==> src/rtl/trigger_pkg.sv <==
// rtl/trigger_pkg.sv - shared constants and state encoding for trigger blocks
// Contents: FSM state enum, default line count / counter width, miss counter width.
package trigger_pkg;

  localparam int R_DEF  = 8;
  localparam int DW_DEF = 16;
  localparam int MISS_W = 16;

  typedef enum logic [1:0] {
    IDLE  = 2'd0,
    DELAY = 2'd1,
    PULSE = 2'd2,
    HOLD  = 2'd3
  } trig_state_e;

endpackage

==> src/rtl/trigger_edge_det.sv <==
// rtl/trigger_edge_det.sv - registered rising-edge detector with async active-low reset
// Ports:
//   clk  - system clock
//   rstn - asynchronous active-low reset
//   din  - level input
//   rise - high when din is 1 and the previous sample was 0
module trigger_edge_det (
  input  logic clk,
  input  logic rstn,
  input  logic din,
  output logic rise
);

  logic hist;

  // History resets to 1 so a level already high at reset release is not
  // mistaken for a fresh edge; it must be seen low first.
  always_ff @(posedge clk or negedge rstn) begin
    if (!rstn) begin
      hist <= 1'b1;
    end else begin
      hist <= din;
    end
  end

  assign rise = din & ~hist;

endmodule

==> src/rtl/trigger_output.sv <==
// rtl/trigger_output.sv - trigger pulse generator with programmable delay, width, holdoff and polarity
// Optional feature macro: TRIGGER_OUTPUT_MISS_CNT_EN (adds miss_clr input and miss_cnt output)
// Ports:
//   clk, rstn         - clock, asynchronous active-low reset
//   trig_req          - request; a rising edge seen in IDLE starts a sequence
//   trig_sel          - line enable mask (latched at accept)
//   trig_pol          - per-line idle level (live in IDLE, latched at accept)
//   delay/width/holdoff - sequence timing (latched at accept)
//   trig_out          - registered trigger lines
//   busy              - sequence in progress
//   done              - one-cycle tick in the last active cycle
//   miss_clr/miss_cnt - dropped-request counter (optional)
module trigger_output
  import trigger_pkg::*;
#(
  parameter int R  = R_DEF,
  parameter int DW = DW_DEF
) (
  input  logic              clk,
  input  logic              rstn,
  input  logic              trig_req,
  input  logic [R-1:0]      trig_sel,
  input  logic [R-1:0]      trig_pol,
  input  logic [DW-1:0]     delay,
  input  logic [DW-1:0]     width,
  input  logic [DW-1:0]     holdoff,
`ifdef TRIGGER_OUTPUT_MISS_CNT_EN
  input  logic              miss_clr,
  output logic [MISS_W-1:0] miss_cnt,
`endif
  output logic [R-1:0]      trig_out,
  output logic              busy,
  output logic              done
);

  localparam logic [DW-1:0] ONE = DW'(1);

  trig_state_e   state;
  trig_state_e   state_nxt;
  logic [DW-1:0] cnt;
  logic [DW-1:0] cnt_nxt;
  logic          rise;
  logic          accept;
  logic          last_pulse;

  logic [R-1:0]  sel_q;
  logic [R-1:0]  pol_q;
  logic [DW-1:0] dly_q;
  logic [DW-1:0] wid_q;
  logic [DW-1:0] hold_q;

  logic [DW-1:0] wid_eff;
  logic [R-1:0]  pol_eff;

  trigger_edge_det u_edge (
    .clk  (clk),
    .rstn (rstn),
    .din  (trig_req),
    .rise (rise)
  );

  // A programmed width of 0 still produces one active cycle.
  assign wid_eff = (width == '0) ? ONE : width;

  // Idle lines follow the live polarity so software sees level changes
  // without having to fire a trigger.
  assign pol_eff = (state == IDLE) ? trig_pol : pol_q;

  always_comb begin
    state_nxt  = state;
    cnt_nxt    = cnt;
    accept     = 1'b0;
    last_pulse = 1'b0;
    case (state)
      IDLE: begin
        if (rise) begin
          accept    = 1'b1;
          cnt_nxt   = '0;
          state_nxt = (delay == '0) ? PULSE : DELAY;
        end
      end
      DELAY: begin
        if (cnt == dly_q - ONE) begin
          cnt_nxt   = '0;
          state_nxt = PULSE;
        end else begin
          cnt_nxt = cnt + ONE;
        end
      end
      PULSE: begin
        if (cnt == wid_q - ONE) begin
          last_pulse = 1'b1;
          cnt_nxt    = '0;
          state_nxt  = (hold_q != '0) ? HOLD : IDLE;
        end else begin
          cnt_nxt = cnt + ONE;
        end
      end
      HOLD: begin
        if (cnt == hold_q - ONE) begin
          cnt_nxt   = '0;
          state_nxt = IDLE;
        end else begin
          cnt_nxt = cnt + ONE;
        end
      end
      default: begin
        state_nxt = IDLE;
        cnt_nxt   = '0;
      end
    endcase
  end

  always_ff @(posedge clk or negedge rstn) begin
    if (!rstn) begin
      state <= IDLE;
      cnt   <= '0;
    end else begin
      state <= state_nxt;
      cnt   <= cnt_nxt;
    end
  end

  always_ff @(posedge clk or negedge rstn) begin
    if (!rstn) begin
      sel_q  <= '0;
      pol_q  <= '0;
      dly_q  <= '0;
      wid_q  <= '0;
      hold_q <= '0;
    end else if (accept) begin
      sel_q  <= trig_sel;
      pol_q  <= trig_pol;
      dly_q  <= delay;
      wid_q  <= wid_eff;
      hold_q <= holdoff;
    end
  end

  // Outputs are one register stage behind the state, which places the first
  // active cycle at accept + delay + 1.
  always_ff @(posedge clk or negedge rstn) begin
    if (!rstn) begin
      trig_out <= '0;
      busy     <= 1'b0;
      done     <= 1'b0;
    end else begin
      trig_out <= pol_eff ^ ({R{state == PULSE}} & sel_q);
      busy     <= (state != IDLE);
      done     <= last_pulse;
    end
  end

`ifdef TRIGGER_OUTPUT_MISS_CNT_EN
  logic drop;

  assign drop = rise & (state != IDLE);

  always_ff @(posedge clk or negedge rstn) begin
    if (!rstn) begin
      miss_cnt <= '0;
    end else if (miss_clr) begin
      miss_cnt <= '0;
    end else if (drop && (miss_cnt != '1)) begin
      miss_cnt <= miss_cnt + MISS_W'(1);
    end
  end
`endif

endmodule

==> config.mk <==
export PLATFORM = sky130hd
export DESIGN_NAME = trigger_output
export DESIGN_NICKNAME = d
export VERILOG_FILES = /design/src/rtl/trigger_pkg.sv /design/src/rtl/trigger_edge_det.sv /design/src/rtl/trigger_output.sv
export SDC_FILE = /design/constraint.sdc
export NUM_CORES = 1
export LEC_CHECK = 0
export BUFFER_PORTS_ARGS = -buffer_cell sky130_fd_sc_hd__buf_2
export CAP_MARGIN = 20
export CELL_PAD_IN_SITES_DETAIL_PLACEMENT = 1
export CELL_PAD_IN_SITES_GLOBAL_PLACEMENT = 1
export CORE_AREA = 2 2 121 123
export DETAILED_ROUTE_END_ITERATION = 10
export DIE_AREA = 0 0 123 125
export GPL_ROUTABILITY_DRIVEN = 1
export GPL_TIMING_DRIVEN = 0
export MAX_ROUTING_LAYER = met4
export PLACE_DENSITY = 0.77
export SYNTH_ARGS = -nofsm -noshare
export SYNTH_HDL_FRONTEND = slang
export SYNTH_SLANG_ARGS = --single-unit
==> constraint.sdc <==
create_clock -name clk -period 3.3 [get_ports clk]
set_clock_uncertainty 0.2 [all_clocks]
set_input_delay 0.99 -clock clk [delete_from_list [all_inputs] [get_ports clk]]
set_output_delay 0.99 -clock clk [all_outputs]
set_load 0.005 [all_outputs]
After elaboration in Yosys (flattened, before gate mapping)
Index checks and enable logic that the tools add are counted.

word-level totals
  flip-flop bits (word level) = 93
  input port bits = 67
  output and inout port bits = 10
  logic and storage cells = 53

cells by class
  add/subtract/negate cells = 4
  equality and inequality tests = 10
  multiplexer cells = 18
  bitwise gates (word level) = 4
  reduce and logical (&&, ||, !) cells = 6

operators by type and width
  kind                                                 count
  2-to-1 mux 16 bit                                    5
  one-hot mux 16 bit (4 select lines)                  1
  == test 16 bit                                       3
  subtractor 16 x 1 -> 16 bit (second input constant)  3
  logical NOT 16 bit                                   2
  adder 16 x 1 -> 16 bit (second input constant)       1
  nonzero test 16 bit                                  1
  2-to-1 mux 2 bit                                     6
  bitwise AND 8 bit                                    1
  2-to-1 mux 8 bit                                     1
  inequality test 2 bit (second input constant)        4
  one-hot mux 2 bit (4 select lines)                   1
  XOR 8 bit                                            1
  == test 2 bit (second input constant)                2
  2-to-1 mux 1 bit                                     4
  AND reduction 4 bit                                  1
  == test 2 x 1 -> 1 bit (second input constant)       1
  logical NOT 2 bit                                    1
  nonzero test 2 bit                                   1
  bitwise AND 1 bit                                    1
  NOT 1 bit                                            1

Logic depth before layout (Yosys ltp)
Gate-level depths: netlist (run 1).

  word-level depth = 4
  mapped depth = 13

By module
From an unflattened synthesis (run 1), not the netlist that was laid out.

second synthesis, totals
  cells, all modules = 580
  area, all modules = 5,640.4 um2

by module, submodules not included
  module            instances  cells an instance  area an instance (um2)  seq. area each (um2)
  trigger_output    1          578                5,600.4                 2,302.2
  trigger_edge_det  1          2                  40.0                    26.3

Worst setup path after synthesis (run 1)
OpenSTA, ideal clock, no wires.

  path kind = flip-flop to flip-flop
  start point = reg wid_q[0]
  end point = reg cnt[12]
  arrival = 3.096 ns
  slack = -0.120 ns
  stages on the path, launching flop included = 13
  path buffers = 1
  period minus slack after synthesis = 3.420 ns
  cell sequence = dfrtp_1 inv_1 ha_1 or4b_4 or2_1 or3b_1 a31oi_1 o2111ai_1 o31a_1 a22oi_4 buf_6 nor2_1 a211o_1

between the ends
  word-level cells in the longest chain between the ends = 4

ends and longest elaborated chain
  element                              line                   RTL
  from (decl)                          trigger_output.sv:49   logic [DW-1:0] wid_q;
  from (signal assigned)               trigger_output.sv:135  wid_q <= wid_eff;
  subtractor 16 x 1 -> 16 bit          trigger_output.sv:91   if (cnt == wid_q - ONE) begin
  == test 16 bit                       trigger_output.sv:91
  2-to-1 mux 16 bit                    trigger_output.sv:91
  one-hot mux 16 bit (4 select lines)  trigger_output.sv:74   case (state)
  to (signal assigned)                 trigger_output.sv:120  cnt <= cnt_nxt;
  to (decl)                            trigger_output.sv:40   logic [DW-1:0] cnt;

No other way between the ends.
A chain may end at the register's enable or synchronous reset.

Worst setup path after layout (run 1)
Same ends and word-level chain as after synthesis.

==> results of run 1 <==
[synth_stat cells (all sizes together) (3+ instances only)]
library cell | n | area share [%]
buf | 7 | 0.82
and3 | 9 | 1.0
a31oi | 12 | 1.3
nor3 | 22 | 2.0
nand3 | 25 | 2.2
o211ai | 4 | 0.53
xor2 | 28 | 4.4
or3 | 3 | 0.33
nor4 | 16 | 1.8
nor2b | 4 | 0.45
nand2 | 35 | 2.3
a21o | 4 | 0.53
a211o | 3 | 0.47
a41oi | 3 | 0.47
nand2b | 5 | 0.56
nand3b | 6 | 0.80
nor2 | 37 | 2.5
mux2 | 58 | 12
nand4 | 9 | 1.0
o21ai | 39 | 3.5
nor4b | 5 | 0.89
o311ai | 3 | 0.47
inv | 13 | 0.87
a21oi | 21 | 1.9
o22ai | 10 | 1.1
or4 | 5 | 0.67
clkbuf | 31 | 2.1
ha | 4 | 0.89
xnor2 | 40 | 6.2
dfrtp | 92 | 41
nor3b | 5 | 0.67
[logic make-up (layout without fill, tap and decap cells)]
group,after synthesis,in the layout
multiplexers,60,60
adder cells (fa/ha/maj),4,4
flip-flops,93,93
buffers and inverters,51,172
AND/OR/NAND/NOR,193,193
XOR/XNOR,68,68
AO/OA/AOI/OAI,116,116
[final cells by class]
| class | count | area [um2] | area share, % |
|---|---|---|---|
| well taps | 184 | 230 | 3.28 |
| clock buffers | 10 | 229 | 3.27 |
| clock inverters | 6 | 93.8 | 1.34 |
| flip-flops and latches | 93 | 2330 | 33.3 |
| inverters | 13 | 48.8 | 0.696 |
| repair buffers | 107 | 667 | 9.51 |
| multi-input cells | 441 | 3240 | 46.2 |
| plain buffers | 36 | 165 | 2.36 |
[worst max-delay path, stage by stage (launching register included)]
cell and delay (ps):
dfrtp_2 410, inv_2 70, ha_4 130, or4b_4 460, or2_4 250, or3b_1 340, a31oi_1 190, o2111ai_1 160
o31a_1 340, a22oi_4 370, buf_6 160, nor3_2 30, a211o_1 280
[path summary, 6_finish.rpt]
path,from,end,slack [ps]
min reg2reg,sel_q[5],sel_q[5],330
max reg2reg,wid_q[0],cnt[12],-200
min,sel_q[5],sel_q[5],330
min in group asynchronous,rstn,hold_q[13],390
max,wid_q[0],cnt[12],-200
max in group asynchronous,rstn,u_edge.hist,1820
[stage by stage]
stage               worst slack [ps]  power [uW]  setup TNS [ps]
floorplan                      -12.0        3980           -35.5
detailed placement              -586        4790           -8200
CTS                             -134        6270            -924
global placement                -478        4580           -6370
global route                    -370        6840           -4470
finish                          -202        6410           -1760
[registers in the layout (all words and copies together), names as in the netlist]
signal       count
busy             1
cnt             16
dly_q           16
done             1
hold_q          16
pol_q            8
sel_q            8
state            2
trig_out         8
u_edge.hist      1
wid_q           16
[power by group]
group          leakage, uW  total [uW]  switching, uW  internal, uW
clock network     0.000154        1170            493           673
logic              0.00164        3060           1570          1490
registers          0.00114        2180            552          1630
total              0.00294        6410           2620          3790
[layer usage]
layer  wire length [um]  share of wire, %  GRT usage [%]  vias to the layer above
met5                  0                 0              -                        -
met4                255               1.4           6.68                        0
met3                690               3.9           4.43                       25
met2               8970                51           40.9                      130
met1               7690                44           29.4                     2573
li1                   -                 -              -                     2351
[repair_timing]
item,in CTS,in global routing
cloned,1,0
setup buffers,23,6
pin swaps,17,17
endpoints found under the setup margin,18,38
endpoints found under the hold margin,0,0
gates resized for setup,28,17
hold buffers,0,0
==> impl_metrics.tcl, run 1 <==
set metrics [dict create \
    die_h_um 125 \
    endpoint_kind "flop" \
    dp_hpwl_um 12600 \
    reg2regPathDepth 12 \
    cts-root-buf "clkbuf_16" \
    nFillCells 1638 \
    async_flop_share_pct 100 \
    area_growth_pct 24.7 \
    cts_buffers 9 \
    worstSetupStartpointType "flop" \
    drc 0 \
    core_area_um2 14200 \
    syn_area_per_cell_um2 9.61 \
    slew_headroom_pct 49.5 \
    drive_gt1_share_pct 32.2 \
    rows 44 \
    synth-edff-count 0 \
    io_pins 77 \
    grt_pass1_wl_um 28200 \
    status "finished, violations left" \
    critical_path_class "reg -> reg" \
    final_common_cell "dfrtp_1" \
    wire_per_inst_um 19.8 \
    cts-htree-levels 3 \
    wl_um 17600 \
    diodes 0 \
    yosys.area_share.simple_pct 18.4 \
    place_area_um2 6290 \
    synthAdderAreaFrac_pct 0.890 \
    ys_ff_latch 93 \
    hold_depth 1 \
    final_cell_mix "87 x dfrtp_1, 75 x buf_2, 58 x mux2_2, 40 x xnor2_1, 35 x nand2_1" \
    cp_max_fo 7 \
    drv_slew 0 \
    synth_cells 585 \
    post-route-util_pct 49.4 \
    synth_mux_area_share_pct 12.0 \
    grt_pass1_vias 5543 \
    violations "setup timing" \
    clk_pin_slew_worst_paths_ps 70 \
    via_per_inst 5.71 \
    synth_compound_area_share_pct 13.0 \
    cts_buffer_depth 2 \
    numPortBuffers 76 \
    timing.final.crit_share_pct 106 \
    worstPathArrival_ps 3540 \
    place_inst 846 \
    drv_cap 0 \
    setup_viol 15 \
    final_cells 890 \
    synth.distinct_cells 59 \
    routabilityCongestion 0.862 \
    required_ps 3340 \
    rsz0062_at_grt "yes" \
    vias 5079 \
    antenna_left 0 \
    peakVddDrop_uv 364 \
    leakage_uw 0.00294 \
    die_width_um 123 \
    design_area_um2 7010 \
    ys_seq_area_share_pct 41.4 \
    worst_slack_ps -202 \
    cts.sink_count 93 \
    cts_tree "done" \
    grt.total_usage_pct 24.2 \
    whs_ps 332 \
    yosys_warnings 0 \
    overflow 0 \
    synth_top_family_by_area "simple AND/OR/NAND/NOR gates" \
    hold_path_class "reg -> reg" \
    antenna_found_initial 0 \
    fin_nets 772 \
    ys.flop_type "dfrtp_1" \
    syn_nets 656 \
    min_period_ps 3500 \
    grt_max_degree 61 \
    tightest_slew_ps 758 \
    hold_violations 0 \
    start_util_pct 39.6 \
    clkLatencyLatePin_ps 360 \
    design.die.area_um2 15400 \
    dr.first_iter.drc_count 310 \
    drt_first_pass_iters 4 \
    syn_area_um2 5620 \
    powerDensity_nw_per_um2 914 \
    synthXorXnorAreaFrac_pct 10.6 \
    fmax_ghz 0.286 \
]
Note: power is estimated with default switching activity, not from simulation.
==> inputs of run 2 (changes only) <==
Settings changed: CTS_CLUSTER_SIZE set to 24, PLACE_DENSITY 0.77 to 0.87.
==> run 2 against run 1 <==
  * The flow still finishes with violations (setup timing)
  * First-iteration DRC count shrank 15%
  * Routed wire length grew 2.0%
  * Flip-flop and latch count is the same
  * Utilization shrank 0.20 points
  * Fmax grew 0.76%
  * Sequential share of layout area grew 0.084 points
  * Global-route usage grew 0.43 points
  * Critical path depth grew 1
  * Sequential power grew 2%
  * Worst hold slack gained 9.6 ps
  * Cell area shrank 0.41%
  * Critical path type unchanged
==> impl_metrics.tcl, run 2 (synthesized netlist as in run 1, its figures left out) <==
set metrics [dict create \
    numPortBuffers 76 \
    grt_pass1_vias 5630 \
    status "finished, violations left" \
    cts_buffer_depth 2 \
    ctsHoldBuffers 0 \
    clk_pin_slew_worst_paths_ps 70 \
    core_area_um2 14200 \
    whs_ps 341 \
    cts-root-buf "clkbuf_16" \
    min_period_ps 3480 \
    wl_um 18000 \
    reg2regPathDepth 13 \
    drv_slew 0 \
    peakVddDrop_uv 428 \
    worstHoldStart "sel_q[0]" \
    dp_slack_ps -572 \
    cp_max_fo 7 \
    tightest_slew_ps 692 \
    critical_path_class "reg -> reg" \
    endpoint_kind "flop" \
    dp_hpwl_um 12700 \
    slew_headroom_pct 53.8 \
    hold_path_class "reg -> reg" \
    vias 5154 \
    final_cells 888 \
    drive_gt1_share_pct 32.2 \
    fmax_ghz 0.288 \
    hold_depth 1 \
    die_width_um 123 \
    diodes 0 \
    grt_pass1_wl_um 28600 \
    clkLatencyLatePin_ps 360 \
    required_ps 3350 \
    design_area_um2 6980 \
    cts-htree-levels 3 \
    final_common_cell "dfrtp_1" \
    timing.final.crit_share_pct 105 \
    place_area_um2 6290 \
    design.die.area_um2 15400 \
    routabilityCongestion 0.861 \
    cts.sink_count 93 \
    io_pins 77 \
    grt.total_usage_pct 24.6 \
    cts_buffers 9 \
    violations "setup timing" \
    antenna_found_initial 0 \
    worstPathArrival_ps 3520 \
    die_h_um 125 \
    worstSetupStartpointType "flop" \
    hold_violations 0 \
    crit-reg2reg-launch "wid_q[0]" \
    dr.first_iter.drc_count 263 \
    overflow 0 \
    place_inst 846 \
    setup_viol 16 \
    ff2ff_setup_slack_ps -180 \
    final_cell_mix "90 x dfrtp_1, 75 x buf_2, 58 x mux2_2, 39 x xnor2_1" \
    via_per_inst 5.80 \
    wire_per_inst_um 20.2 \
    antenna_left 0 \
    drv_cap 0 \
    min_to "sel_q[0]" \
    fin_nets 770 \
    drc 0 \
    cts_tree "done" \
    grt_max_degree 58 \
    worst_slack_ps -176 \
    powerDensity_nw_per_um2 902 \
    start_util_pct 39.6 \
    rows 44 \
    drt_first_pass_iters 4 \
    rsz0062_at_grt "yes" \
    area_growth_pct 24.2 \
    reg2reg_to "cnt[12]" \
    leakage_uw 0.00292 \
]
==> run 2: area by class of cell <==
cell class,instances,area (um2)
fill,1646,7220
multi-input combinational,441,3270
sequential,93,2330
timing repair buffer,105,639
tap,184,230
clock buffer,9,225
buffer,36,165
clock inverter,7,67.6
inverter,13,48.8
==> run 2: how the worst max path moves through the flow <==
stage | from | to | slack, ps | cells after the start
floorplan | wid_q[0] | cnt[7] | -10 | 12
global placement | dly_q[2] | cnt[10] | -440 | 12
detailed placement | dly_q[2] | cnt[10] | -570 | 12
CTS | wid_q[0] | cnt[13] | -120 | 12
global route | wid_q[0] | cnt[5] | -350 | 13
finish | wid_q[0] | cnt[12] | -180 | 13
==> run 2: report_power, final <==
part / internal (uW) / total (uW) / switching [uW] / leakage, uW
clock network: 532 / 1040 / 513 / 0.000142
logic: 1440 / 3030 / 1590 / 0.00164
registers: 1630 / 2220 / 593 / 0.00114
==> run 2: stage by stage <==
stage               setup TNS [ps]  total power (uW)  util, %
floorplan                    -35.5              3980        -
global placement             -5680              4540     44.0
detailed placement           -7990              4790     44.3
CTS                           -962              6150     48.2
global route                 -4660              6710     49.2
finish                       -2020              6300     49.2
==> run 2: layer usage <==
layer / vias up / track usage (%) / share of wire [%]
met5: - / - / 0
met4: 0 / 9.56 / 2.2
met3: 35 / 4.20 / 3.9
met2: 125 / 41.4 / 52
met1: 2634 / 29.1 / 42
li1: 2360 / - / -
==> run 2: what timing repair did <==
action / CTS / global route
gates cloned: 1 / 0
pin swaps: 19 / 5
setup endpoints to repair: 18 / 53
resized for setup: 29 / 17
buffers inserted: 19 / 8
hold endpoints to repair: 0 / 0
==> run 2: critical path: stages, from the launching register on <==
cell and delay (ps):
dfrtp_2 430, inv_2 70, ha_4 120, or4b_4 470
buf_4 180, nor2_1 220, xor2_1 130, o31ai_1 240
a21oi_1 160, o31a_1 380, a22oi_4 330, buf_6 170
nor2_1 50, a211o_1 220
